File: config.mk
export PLATFORM = sky130hd
export DESIGN_NAME = line_buf_ctrl
export DESIGN_NICKNAME = d
export VERILOG_FILES = /design/src/rtl/line_buf_ctrl.sv
export SDC_FILE = /design/constraint.sdc
export NUM_CORES = 1
export LEC_CHECK = 0
export CAP_MARGIN = 0
export CORE_MARGIN = 2
export CORE_UTILIZATION = 45
export DETAILED_ROUTE_END_ITERATION = 12
export PLACE_DENSITY = 0.78
export SETUP_SLACK_MARGIN = 0.4
export SYNTH_ARGS = -nofsm -noshare
export SYNTH_HDL_FRONTEND = slang
export SYNTH_SLANG_ARGS = --single-unit
export TNS_END_PERCENT = 50
File: constraint.sdc
create_clock -name clk -period 2.2 [get_ports clk]
set_clock_uncertainty 0.05 [all_clocks]
set_input_delay 0.33 -clock clk [delete_from_list [all_inputs] [get_ports clk]]
set_output_delay 0.33 -clock clk [all_outputs]
set_load 0.02 [all_outputs]
File: src/rtl/line_buf_ctrl.sv
// Sequencer for the cascaded line-buffer RAM chain: shared column address/write
// strobe, line and row counting, window-full tracking and frame-latched filter mode.
module line_buf_ctrl #(
    parameter int unsigned H_ACTIVE = 640,
    parameter int unsigned V_ACTIVE = 480,
    parameter int unsigned N_LINES  = 11,
    parameter int unsigned COL_W    = 13,
    parameter int unsigned ROW_W    = 10
) (
    input  logic             clk,
    input  logic             rst,
    input  logic             sof,
    input  logic             eol,
    input  logic             pix_valid,
    input  logic             filt_sel_in,
    output logic [COL_W-1:0] col_addr,
    output logic             wr_en,
    output logic             filt_sel,
    output logic [ROW_W-1:0] row,
    output logic [3:0]       lines_buffered,
    output logic             window_valid,
    output logic             out_valid,
    output logic             frame_done,
    output logic             overrun
);

    localparam logic [COL_W-1:0] HMax     = COL_W'(H_ACTIVE);
    localparam logic [ROW_W-1:0] RowLast  = ROW_W'(V_ACTIVE - 1);
    localparam logic [3:0]       LinesMax = 4'(N_LINES);

    typedef enum logic [1:0] {StIdle, StFill, StRun} state_e;

    state_e           state_q, state_d;
    logic [COL_W-1:0] col_q, col_d;
    logic [ROW_W-1:0] row_q, row_d;
    logic [3:0]       lines_q, lines_d;
    logic             filt_sel_q, filt_sel_d;
    logic             overrun_q, overrun_d;
    logic             frame_done_q, frame_done_d;
    logic             active;
    logic             eol_counted;

    assign active      = (state_q != StIdle);
    assign wr_en       = pix_valid & active & (col_q < HMax) & ~sof;
    // A bare eol on an empty line is a blank line and must not advance anything.
    assign eol_counted = eol & active & ~sof & ((col_q != '0) | wr_en);

    always_comb begin
        state_d      = state_q;
        col_d        = col_q;
        row_d        = row_q;
        lines_d      = lines_q;
        filt_sel_d   = filt_sel_q;
        overrun_d    = overrun_q;
        frame_done_d = 1'b0;

        if (sof) begin
            state_d    = StFill;
            col_d      = '0;
            row_d      = '0;
            lines_d    = '0;
            overrun_d  = 1'b0;
            filt_sel_d = filt_sel_in;
        end else if (active) begin
            if (wr_en) begin
                col_d = col_q + COL_W'(1);
            end
            if (pix_valid && (col_q >= HMax)) begin
                overrun_d = 1'b1;
            end
            if (eol_counted) begin
                col_d = '0;
                if (lines_q < LinesMax) begin
                    lines_d = lines_q + 4'd1;
                end
                if ((state_q == StFill) && (lines_d == LinesMax)) begin
                    state_d = StRun;
                end
                // The last line of the frame wins over the FILL->RUN step.
                if (row_q == RowLast) begin
                    state_d      = StIdle;
                    frame_done_d = 1'b1;
                end else begin
                    row_d = row_q + ROW_W'(1);
                end
            end
        end
    end

    always_ff @(posedge clk) begin
        if (rst) begin
            state_q      <= StIdle;
            col_q        <= '0;
            row_q        <= '0;
            lines_q      <= '0;
            filt_sel_q   <= 1'b0;
            overrun_q    <= 1'b0;
            frame_done_q <= 1'b0;
        end else begin
            state_q      <= state_d;
            col_q        <= col_d;
            row_q        <= row_d;
            lines_q      <= lines_d;
            filt_sel_q   <= filt_sel_d;
            overrun_q    <= overrun_d;
            frame_done_q <= frame_done_d;
        end
    end

    assign col_addr       = col_q;
    assign row            = row_q;
    assign lines_buffered = lines_q;
    assign filt_sel       = filt_sel_q;
    assign overrun        = overrun_q;
    assign frame_done     = frame_done_q;
    assign window_valid   = (state_q == StRun);
    assign out_valid      = wr_en & window_valid;

endmodule

After elaboration in Yosys (flattened, before gate mapping):

Cells that the tools add are included.

* register bits: 32
* word-level logic and storage cells: 59

* add/subtract/negate cells: 3
* order comparisons: 3
* equal/unequal tests: 4
* multiplexer cells: 12
* bitwise logic cells: 12
* reductions and logical operators: 17

Operator list (number)
* 13-bit 2-to-1 mux: 2
* 4-bit 2-to-1 mux: 4
* 13-bit by 1-bit adder with 13-bit output, second input constant: 1
* 13-bit by 10-bit greater-or-equal comparator with 1-bit output, second input constant: 1
* 13-bit by 10-bit less-than comparator with 1-bit output, second input constant: 1
* 13-bit nonzero test: 1
* 10-bit by 1-bit adder with 10-bit output, second input constant: 1
* 10-bit by 9-bit == test with 1-bit output, second input constant: 1
* 2-bit nonzero test: 5
* 3-bit AND reduction: 3
* 1-bit bitwise AND: 7
* 2-bit AND reduction: 3
* 4-bit by 1-bit adder with 4-bit output, second input constant: 1
* 4-bit == test, second input constant: 1
* 4-bit less-than comparator, second input constant: 1
* 1-bit 2-to-1 mux: 4
* 2-bit 2-to-1 mux: 2
* 1-bit NOT: 4
* 4-bit OR reduction: 1
* 3-bit nonzero test: 1
* 2-bit by 1-bit == test with 1-bit output, second input constant: 1
* 2-bit == test, second input constant: 1
* 1-bit logical AND: 2
* 2-bit OR reduction: 1
* 1-bit OR: 1

Depth between registers and ports, before layout:

Gate-level depths: netlist of the first run.

* depth after elaboration: 16
* gate-level depth with buffers: 8
* mapped depth without buffers: 7

Worst setup path before layout of the first run:

OpenSTA, ideal clock, no wires.

* kind: reg2reg
* from: register col_q[0] (netlist: col_addr[0])
* to: register row_q[9] (netlist: row[9])
* library setup time: 0.132 ns
* arrival time: 1.856 ns
* path slack: 0.162 ns
* cell stages (with the launch flop): 8
* path buffers: 0
* path through: dfxtp_1 -> inv_1 -> ha_1 -> nor4b_1 -> and4_1 -> a2111oi_2 -> a31o_2 -> a21oi_1

* cells in the longest elaborated chain, start to end: 6

Ends and longest elaborated chain
* start, declared: line 34 `logic [COL_W-1:0] col_q, col_d;`
* start signal, assigned: line 101 `col_q <= col_d;`
* 13-bit by 10-bit less-than comparator with 1-bit output: line 44 `assign wr_en = pix_valid & active & (col_q < HMax) & ~sof;`
* 1-bit bitwise AND (2 in series): line 44
* 1-bit OR *: line 46 `assign eol_counted = eol & active & ~sof & ((col_q != '0) | wr_en);`
* 1-bit bitwise AND *: line 46
* 3-bit AND reduction (no line) *
* end signal, assigned: line 102 `row_q <= row_d;`
* end, declared: line 35 `logic [ROW_W-1:0] row_q, row_d;`

Every way passes the cells marked *; elsewhere a longest branch is shown, timed or not.
A chain may end at the register's enable or synchronous reset.

Final worst setup path of the first run:

* from: register row_q[2] (netlist: row[2])
* to: output row[2]

RTL lines
* end, declared: line 19 `output logic [ROW_W-1:0] row,`

No word-level cell between the ends.

==> results of run 1 <==
[cells by family (layout without fill, tap and decap cells)]
group | count (synthesis) | in the layout | share of synthesized area
DFF | 32 | 32 | 0.398
muxes | 2 | 2 | 0.0124
and+or+nand+nor | 83 | 83 | 0.283
adders and majority gates | 4 | 4 | 0.0311
AOI/OAI and AO/OA | 40 | 41 | 0.178
xor gates and xnor gates | 11 | 11 | 0.0599
buffers and inverters | 14 | 82 | 0.0373
[layout by cell type (no fill, tap or decap), types with 3 or more instances in the layout]
cell type        count
nor3_2               3
dfxtp_2              5
buf_6                4
nor3_1               7
nor2_4               3
o21ai_0              3
a21oi_1              6
or4_1                3
nand3_1              6
a211oi_1             3
dfxtp_4              3
nand2_1             10
o31ai_1              3
a21oi_2              3
xor2_1               3
o211ai_1             4
nand4_1              7
buf_4               23
clkdlybuf4s50_1     33
nor2_1              21
dfxtp_1             24
clkbuf_4             5
and3_1               4
inv_1                7
xnor2_1              7
[through the flow]
| stage | total power, W | instances |
|---|---|---|
| floorplan | 0.000626 | 186 |
| global placement | 0.000664 | 285 |
| detailed placement | 0.000665 | 285 |
| CTS | 0.00102 | 295 |
| global route | 0.00106 | 301 |
| finish | 0.00103 | 301 |
[per-layer routing]
metal / routed length [um] / up-vias
met5: 0 / -
met4: 62 / 0
met3: 234 / 9
met2: 2060 / 57
met1: 2070 / 804
li1: - / 832
[what timing repair did]
action / in CTS / in global routing
gates cloned: 0 / 1
resized for setup: 23 / 35
setup endpoints to repair: 40 / 49
pin swaps: 7 / 22
setup buffers: 2 / 5
[how the worst max path moves through the flow]
stage               slack (ns)        start  cells after the start     endpoint
CTS                       0.29       row[0]                      6       row[9]
global placement         -0.17          sof                      5    out_valid
floorplan                 0.36  col_addr[0]                      8   state_q[1]
finish                    0.33       row[2]                      1       row[2]
global route              0.21  col_addr[0]                     10  col_addr[4]
detailed placement       -0.16          sof                      5    out_valid
[tightest hold or removal path: stages (launching register included)]
cell     delay, ns
dfxtp_1       0.33
nor2_1        0.09
nor2_1        0.05
[cell type report]
class                      count  area (um2)  area share
multi-input combinational    141        1100       0.438
sequential                    32         658       0.262
timing repair buffer          64         597       0.237
clock buffer                   8        58.8      0.0234
tap                           46        57.6      0.0229
inverter                      10        42.5      0.0169
[registers in the layout (all words and copies together), names as in the netlist]
signal,flops
col_addr,13
filt_sel,1
frame_done,1
lines_buffered,4
overrun,1
row,10
state_q,2
[report_power, final]
group,total (W),internal [W],switching (W)
Sequential,0.000582,0.000578,0.00000401
Clock,0.000359,0.000158,0.000202
Combinational,0.0000843,0.0000394,0.0000449
==> results by group, run 1 <==
Run status
  – Status: finished, final reports clean

GRT
  – Overflow after GRT: 0
  – Met1 usage in global routing: 0.295
  – Total GRT Usage: 0.215
  – Pin count of the biggest net entering global routing: 19
  – Met2 Usage GRT: 0.331
  – Initial antenna violation count: 0
  – Vias in the first global route: 1482
  – Busiest grt layer: met2
  – Met3 usage: 0.0440
  – First-pass GRT wire length: 6890 um

Place
  – Pre-CTS worst setup slack: -0.162 ns
  – Placed Area: 0.00221 mm2
  – I/O Buffers: 38
  – Final RePlAce weighted congestion: 0.812
  – Hpwl dp: 2930 um

Timing
  – Hold_ws: 0.453 ns
  – Crit path setup slack, layout: 0.326 ns
  – Setup-failing EPs final: 0
  – Worst slew pin tran: 0.420 ns
  – RSZ-0062 raised after global routing: true
  – Hold Fails Final Rpt: 0
  – Tcrit/Tclk final: 0.852
  – Fin crit period: 1.87 ns
  – Fin Setup TNS: 0 ns
  – Worst slew margin: 0.718
  – Slew Limit Fails: 0
  – Max Fclk: 534 MHz

Critical path
  – R2R Path Start: col_addr[0]
  – Worst path max stage delay: 0.66 ns
  – Worst EP required: 1.82 ns
  – Crit path max fanout: 6
  – Slowest-stage cell, CP: clkdlybuf4s50_1
  – Worst r2r path cells: 10
  – Data arrival time of the worst path: 1.49 ns
  – Crit path cell chain: clkdlybuf4s50_1
  – Crit. End Element: primary output
  – Reg-to-reg endpoint: col_addr[11]
  – Reg2reg setup slack: 0.34 ns
  – Crit path launch type: register
  – Largest delay contributor family on the critical path: buffers and inverters
  – Setup Crit Path Kind: reg2out
  – CP Buf/Inv Count: 1

Floorplan
  – Initial Util: 0.475
  – Rows: 21
  – Die area: 0.00407 mm2
  – Die height: 63.8 um
  – # IOs: 39
  – Core area: 0.00339 mm2
  – DIE WIDTH: 63.8 um

Hold path
  – Min-Delay Endpoint: overrun
  – Min-Delay Path Class: reg2reg
  – Hold path start: overrun
  – WHS Path Cells: 2

Drt
  – DR iter-0 viols: 136
  – Drt wl/cell: 14.7 um
  – DRC viols: 0
  – Detail Route Antenna Nets: 0
  – Via count: 1702
  – DR pass1 iterations: 4
  – Drt total wl: 4430 um
  – Via/cell ratio: 5.65

Synth
  – Cells after Synth: 186
  – Flops & latches, synth: 32
  – Number of synthesized flops with an enable pin: 0
  – FFs w/ async S/R, synth: 0
  – Mapped Nets: 196
  – Yosys top cell area share: 0.398
  – Dominant cell by count in the synthesized netlist: dfxtp_1
  – Most used DFF post-synth: dfxtp_1
  – Cell taking the most area after synthesis: dfxtp_1
  – Synth top cells by count: 32 x dfxtp_1, 25 x nor2_1, 11 x nand2_1
  – Sequential cell area fraction in the yosys report: 0.398
  – Cell Area, Synth: 0.00161 mm2
  – Synth unique cells: 47
  – Top post-synthesis cells by area: dfxtp_1 40%, nor2_1 5.8%, xnor2_1 3.8%
  – Avg Synthesized Cell Area: 8.65 um2
  – Syn. warnings: 0

Finish
  – # fillers: 239
  – Synth-to-Final Area Change: 56.2%
  – Antenna Cells: 0
  – Post-route cell area: 0.00251 mm2
  – Layout cells sized above 1: 0.306
  – Utilization after layout: 0.742
  – Nets: 264

CTS
  – CTS tree: done
  – Worst-path clk slew: 0.10 ns
  – Root Buffer: clkbuf_4
  – Max Root-Sink Buffers: 2
  – Hold buffer count at CTS: 0
  – Clock Sink Count: 32
  – # H-tree levels: 2
  – TritonCTS Buffers: 5
  – Clock latency on the worst-skew pair: 0.34 ns

Run
  – Max-cap check violation count: 0

Power and ir drop
  – Worst VDD drop: 0.000437 V
  – Power Density: 408 mW/mm2
  – P_leak: 0.888 nW
Power figures use the tool's default switching activity.
==> run 2: changes to the inputs <==
--- a/config.mk
+++ b/config.mk
@@ -7,5 +7,4 @@
 export LEC_CHECK = 0
 export CAP_MARGIN = 0
-export CORE_MARGIN = 2
 export CORE_UTILIZATION = 45
 export DETAILED_ROUTE_END_ITERATION = 12
==> constraint.sdc (replaced) <==
create_clock -name clk -period 2.2 [get_ports clk]
set_clock_uncertainty 0.05 [all_clocks]
set_input_delay 0.44 -clock clk [delete_from_list [all_inputs] [get_ports clk]]
set_output_delay 0.44 -clock clk [all_outputs]
set_load 0.02 [all_outputs]
==> run 2 against run 1 <==
Effect of this change:
- sequential share of layout area fell by 0.83 points
- critical endpoint is now wr_en
- largest cell class unchanged
- critical path type unchanged
- count of clock-buffer cells in the layout fell by 1
- critical path depth rose by 4
==> results by group, run 2 (same netlist as run 1, synthesis figures left out) <==
Power and ir drop
  – Worst VDD drop: 0.000296 V (-32%)
  – Power Density: 377 mW/mm2 (-7.6%)
  – P_leak: 1.17 nW (+32%)
  – Tot Pwr: 0.000983 W (-4.2%)

Finish
  – Most common cell after layout, fill and taps aside: buf_4
  – Nets: 273 (+3.4%)
  – Commonest cells after routing, fill and taps aside: 26 x buf_4, 24 x nor2_1, 24 x dfxtp_1
  – Sequential Area: 661 um2 (+0.38%)
  – # fillers: 213 (-11%)
  – Synth-to-Final Area Change: 62.0%
  – Post-route cell area: 0.00261 mm2 (+3.7%)
  – Utilization after layout: 0.769 (+0.0273)
  – Antenna Cells: 0 (unchanged)
  – Multi-input logic area: 0.00108 mm2 (-1.9%)
  – Max FFs per register: 13 (unchanged)
  – Layout cells sized above 1: 0.316 (+0.00971)

Critical path
  – Worst EP required: 1.71 ns (-0.11 ns)
  – Crit. End Element: primary output
  – Data arrival time of the worst path: 1.43 ns (-0.06 ns)
  – Crit path max fanout: 4 (-2)
  – Crit path launch type: register
  – CP endpoint: wr_en
  – Slowest-stage cell, CP: dfxtp_4
  – Largest delay contributor family on the critical path: simple AND/OR/NAND/NOR gates
  – CP Buf/Inv Count: 3 (+2)
  – Worst Setup SP: col_addr[11]
  – Reg2reg setup slack: 0.31 ns (-0.03 ns)
  – Reg-to-reg endpoint: row[5]
  – Crit path depth: 5 (+4)
  – Worst r2r path cells: 8 (-2)
  – Worst path max stage delay: 0.37 ns (-0.29 ns)
  – R2R Path Start: col_addr[11]
  – Most common cell on crit path: buf_6
  – Crit path cell chain: nor3_4 > nand4_4 > buf_6 > clkinv_4 > buf_6
  – Setup Crit Path Kind: reg2out

Timing
  – Hold_ws: 0.453 ns (+0.000477 ns)
  – Slew Limit Fails: 0 (unchanged)
  – Fin crit period: 1.92 ns (+0.0472 ns)
  – Max Fclk: 521 MHz (-2.5%)
  – RSZ-0062 raised after global routing: true
  – Worst slew pin tran: 0.415 ns (-0.00591 ns)
  – Setup-failing EPs final: 0 (unchanged)
  – Worst slew margin: 0.723 (+0.00444)
  – Hold Fails Final Rpt: 0 (unchanged)
  – Tcrit/Tclk final: 0.873 (+0.0215)

Drt
  – DR iter-0 viols: 105 (-23%)
  – DR pass1 iterations: 5 (+1)
  – Detail Route Antenna Nets: 0 (unchanged)
  – Drt wl/cell: 15.5 um (+5.1%)
  – Drt total wl: 4780 um (+7.9%)
  – Via/cell ratio: 5.72 (+1.1%)
  – Via count: 1766 (+3.8%)
  – DRC viols: 0 (unchanged)

Run status
  – Status: finished, final reports clean

Run
  – Max-cap check violation count: 0 (unchanged)

GRT
  – First-pass GRT wire length: 7060 um (+2.4%)
  – Initial antenna violation count: 0 (unchanged)
  – Total GRT Usage: 0.254 (+0.0393)
  – Overflow after GRT: 0 (unchanged)
  – Vias in the first global route: 1510 (+1.9%)
  – Pin count of the biggest net entering global routing: 19 (unchanged)

CTS
  – Worst-path clk slew: 0.10 ns (about the same)
  – # H-tree levels: 2 (unchanged)
  – TritonCTS Buffers: 5 (unchanged)
  – Root Buffer: clkbuf_4
  – Max Root-Sink Buffers: 2 (unchanged)
  – Clock Sink Count: 32 (unchanged)
  – Hold buffer count at CTS: 0 (unchanged)
  – CTS tree: done
  – Clock latency on the worst-skew pair: 0.35 ns (about the same)

Floorplan
  – # IOs: 39 (unchanged)
  – Rows: 21 (unchanged)
  – DIE WIDTH: 61.8 um (-3.1%)
  – Core area: 0.00339 mm2 (unchanged)
  – Die height: 61.8 um (-3.1%)
  – Initial Util: 0.475 (unchanged)
  – Die area: 0.00382 mm2 (-6.2%)

Place
  – I/O Buffers: 38 (unchanged)
  – Final RePlAce weighted congestion: 0.827 (+1.7%)
  – Placed Area: 0.00222 mm2 (+0.62%)
  – Hpwl dp: 2920 um (-0.23%)

Hold path
  – Min-Delay Path Class: reg2reg
-- run 2: changes by cell type in the layout (fill, tap and decap cells not counted), sizes merged --
cell / change
clkdlybuf4s50: -18
buf: +10
clkbuf: -1
o21ai: -1
dlymetal6s2s: +11
dlygate4sd2: +6
clkdlybuf4s15: +1
-- run 2: per-layer routing --
| layer | routed length (um) | track usage |
|---|---|---|
| met5 | 0 | 0 |
| met1 | 2140 | 0.342 |
| met3 | 270 | 0.0580 |
| met4 | 88 | 0.102 |
| met2 | 2280 | 0.395 |
-- run 2: what timing repair did --
item | CTS | global route
cloned | 0 | 0
setup buffers | 16 | 1
pin swaps | 22 | 12
hold endpoints to repair | 0 | 0
resized for setup | 47 | 31
endpoints found under the setup margin | 55 | 54
-- run 2: through the flow --
step	TNS (ns)	worst slack, ns	std cells
finish	0	0.279	309
global route	0	0.218	309
CTS	0	0.266	308
detailed placement	-2.11	-0.296	285
global placement	-1.89	-0.299	285
floorplan	0	0.360	186
-- run 2: worst reg2reg max path: cells and delay by family, from the launching register on --
family,cells,cell delay (ns)
AOI/OAI and AO/OA,1,0.33
xor gates and xnor gates,1,0.16
buffers and inverters,3,0.41
DFF,1,0.37
and+or+nand+nor,3,0.44
-- run 2: how the worst min path moves through the flow --
| stage | startpoint | end | slack (ns) | cells after the start |
|---|---|---|---|---|
| 2_1_floorplan | col_addr[11] | col_addr[11] | 0.45 | 2 |
| 3_3_place_gp | overrun | overrun | 0.42 | 2 |
| 3_5_place_dp | filt_sel | filt_sel | 0.43 | 2 |
| 4_1_cts | filt_sel | filt_sel | 0.46 | 2 |
| 5_1_grt | col_addr[11] | col_addr[11] | 0.48 | 2 |
| 6_report | filt_sel | filt_sel | 0.45 | 2 |
-- run 2: power breakdown --
group / switching [W] / internal, W / total [W] / leakage [nW]
Clock: 0.000194 / 0.000120 / 0.000314 / 0.0254
Sequential: 0.00000216 / 0.000577 / 0.000579 / 0.263
Combinational: 0.0000474 / 0.0000429 / 0.0000903 / 0.883
-- run 2: cell type report --
type / count / share of cell area
Tap cell: 46 / 0.0221
Sequential cell: 32 / 0.253
Clock buffer: 7 / 0.0173
Inverter: 10 / 0.0173
Timing Repair Buffer: 74 / 0.276
Multi-Input combinational cell: 140 / 0.414
==> run 3: changes to the inputs <==
- CAP_MARGIN: 0 -> 5
- CELL_PAD_IN_SITES_DETAIL_PLACEMENT: unset -> 1
- CELL_PAD_IN_SITES_GLOBAL_PLACEMENT: unset -> 2
- CORE_UTILIZATION: 45 -> 28
- GPL_ROUTABILITY_DRIVEN: unset -> 0
- PLACE_DENSITY: 0.78 -> 0.81
==> run 3 against run 2 <==
Effect of this change:
- sequential power hardly changed
- critical endpoint unchanged
- count of clock-buffer cells in the layout rose by 1
- hold slack worse by 0.019 ns
- flip-flop and latch count did not move
- fmax rose by 2.1%
==> results by group, run 3 (same netlist as run 1, synthesis figures left out) <==
Place
  – Hpwl dp: 3520 um (+20%)
  – I/O Buffers: 38 (unchanged)

Critical path
  – Worst EP required: 1.71 ns (about the same)
  – Crit path max fanout: 4 (unchanged)
  – Largest delay contributor family on the critical path: simple AND/OR/NAND/NOR gates
  – Setup Crit Path Kind: reg2out
  – Crit path launch type: register
  – Data arrival time of the worst path: 1.39 ns (-0.04 ns)
  – Slowest-stage cell, CP: dfxtp_4
  – Worst path max stage delay: 0.36 ns (about the same)
  – Reg2reg setup slack: 0.33 ns (+0.02 ns)
  – Crit. End Element: primary output
  – CP Buf/Inv Count: 3 (unchanged)
  – Crit path cell chain: nor3_4 > nand4_4 > buf_6 > clkinv_4 > buf_6
  – Most common cell on crit path: buf_6

Drt
  – Drt total wl: 5200 um (+8.8%)
  – Detail Route Antenna Nets: 0 (unchanged)
  – DRC viols: 0 (unchanged)
  – Drt wl/cell: 15.5 um (about the same)
  – Via/cell ratio: 5.07 (-11%)
  – DR iter-0 viols: 54 (-49%)
  – Via count: 1704 (-3.5%)
  – DR pass1 iterations: 4 (-1)

Floorplan
  – Core area: 0.00551 mm2 (+62%)
  – Die height: 77.8 um (+26%)
  – Die area: 0.00605 mm2 (+59%)
  – Rows: 27 (+29%)
  – DIE WIDTH: 77.8 um (+26%)
  – Initial Util: 0.292 (-0.183)
  – # IOs: 39 (unchanged)

Power and ir drop
  – P_leak: 1.12 nW (-4.8%)
  – Worst VDD drop: 0.000242 V (-18%)
  – Tot Pwr: 0.00119 W (+21%)
  – Power Density: 453 mW/mm2 (+20%)

Finish
  – Nets: 273 (unchanged)
  – Synth-to-Final Area Change: 62.9%
  – Max FFs per register: 13 (unchanged)
  – Layout cells sized above 1: 0.299 (-0.0163)
  – Most common cell after layout, fill and taps aside: buf_4
  – Antenna Cells: 0 (unchanged)
  – Utilization after layout: 0.476 (-0.293)
  – Commonest cells after routing, fill and taps aside: 31 x buf_4, 25 x nor2_1, 24 x dfxtp_1

GRT
  – First-pass GRT wire length: 8450 um (+20%)
  – Total GRT Usage: 0.180 (-0.0742)
  – Vias in the first global route: 1759 (+16%)
  – Overflow after GRT: 0 (unchanged)
  – Initial antenna violation count: 0 (unchanged)
  – Pin count of the biggest net entering global routing: 19 (unchanged)

Run status
  – Status: finished, final reports clean

Timing
  – Worst slew margin: 0.747 (+0.0249)
  – RSZ-0062 raised after global routing: true
  – Tcrit/Tclk final: 0.855 (-0.0177)
  – Worst slew pin tran: 0.377 ns (-0.0380 ns)
  – Fin crit period: 1.88 ns (-0.0390 ns)
  – Setup-failing EPs final: 0 (unchanged)
  – Slew Limit Fails: 0 (unchanged)
  – Hold Fails Final Rpt: 0 (unchanged)
  – Max Fclk: 531 MHz (+2.1%)

Run
  – Max-cap check violation count: 0 (unchanged)

CTS
  – Max Root-Sink Buffers: 2 (unchanged)
  – Clock latency on the worst-skew pair: 0.29 ns (-0.06 ns)
  – # H-tree levels: 2 (unchanged)
  – Root Buffer: clkbuf_8
  – TritonCTS Buffers: 5 (unchanged)
  – CTS tree: done
  – Worst-path clk slew: 0.08 ns (-0.02 ns)
  – Clock Sink Count: 32 (unchanged)

Hold path
  – Min-Delay Path Class: reg2reg
## run 3: cell count changes in the layout (fill, tap and decap cells not counted), moves of 3 or more
cell / before / now
clkbuf_8: 0 / 7
clkbuf_4: 5 / 0
buf_4: 26 / 31
buf_6: 11 / 7
clkdlybuf4s50_1: 15 / 23
dlymetal6s2s_1: 13 / 10
dlygate4sd2_1: 7 / 2
## run 3: path summary, 6_finish.rpt
check,start,end,depth (start not counted)
worst max-delay path,col_addr[11],wr_en,5
worst min-delay path,overrun,overrun,2
worst max register to register,col_addr[0],lines_buffered[0],9
worst min register to register,overrun,overrun,2
## run 3: cell type report
cell class,instances,area [um2]
Timing Repair Buffer,74,694
Tap cell,72,90.1
Clock buffer,8,100
Inverter,10,47.5
Sequential cell,32,661
Multi-Input combinational cell,140,1030
Fill cell,665,2890
## run 3: per-layer routing
| layer | track usage | part of all wire |
|---|---|---|
| met2 | 0.301 | 0.49 |
| met1 | 0.229 | 0.48 |
| met4 | 0.0604 | 0.012 |
| met5 | 0 | 0 |
| met3 | 0.0365 | 0.027 |
## run 3: tightest hold or removal path, cell delays in order (launching register included)
cell	delay, ns
dfxtp_1	0.33
nor2_1	0.05
nor2_1	0.07
## run 3: metrics by stage
step           instance area, um2  setup TNS, ns  hold slack (ns)  setup slack [ns]  instances
2_1_floorplan                1660              0            0.451             0.360        186
3_3_place_gp                 2250          -1.76            0.398            -0.312        310
3_5_place_dp                 2250          -2.20            0.419            -0.324        310
4_1_cts                      2520              0            0.437             0.280        333
5_1_grt                      2620              0            0.495             0.225        336
6_report                     2620              0            0.434             0.318        336
## run 3: what timing repair did
item / 4_1_cts / 5_1_grt
pin swaps: 17 / 14
hold buffers: 0 / 0
gates resized for setup: 32 / 24
endpoints found under the setup margin: 51 / 52
buffers inserted: 15 / 3
## run 3: where the power goes
| part | total (W) | leakage [nW] | switching, W | internal (W) |
|---|---|---|---|---|
| Combinational | 0.0000922 | 0.800 | 0.0000477 | 0.0000445 |
| Sequential | 0.000579 | 0.263 | 0.00000222 | 0.000577 |
| Clock | 0.000516 | 0.0515 | 0.000230 | 0.000286 |
| Total | 0.00119 | 1.12 | 0.000280 | 0.000907 |
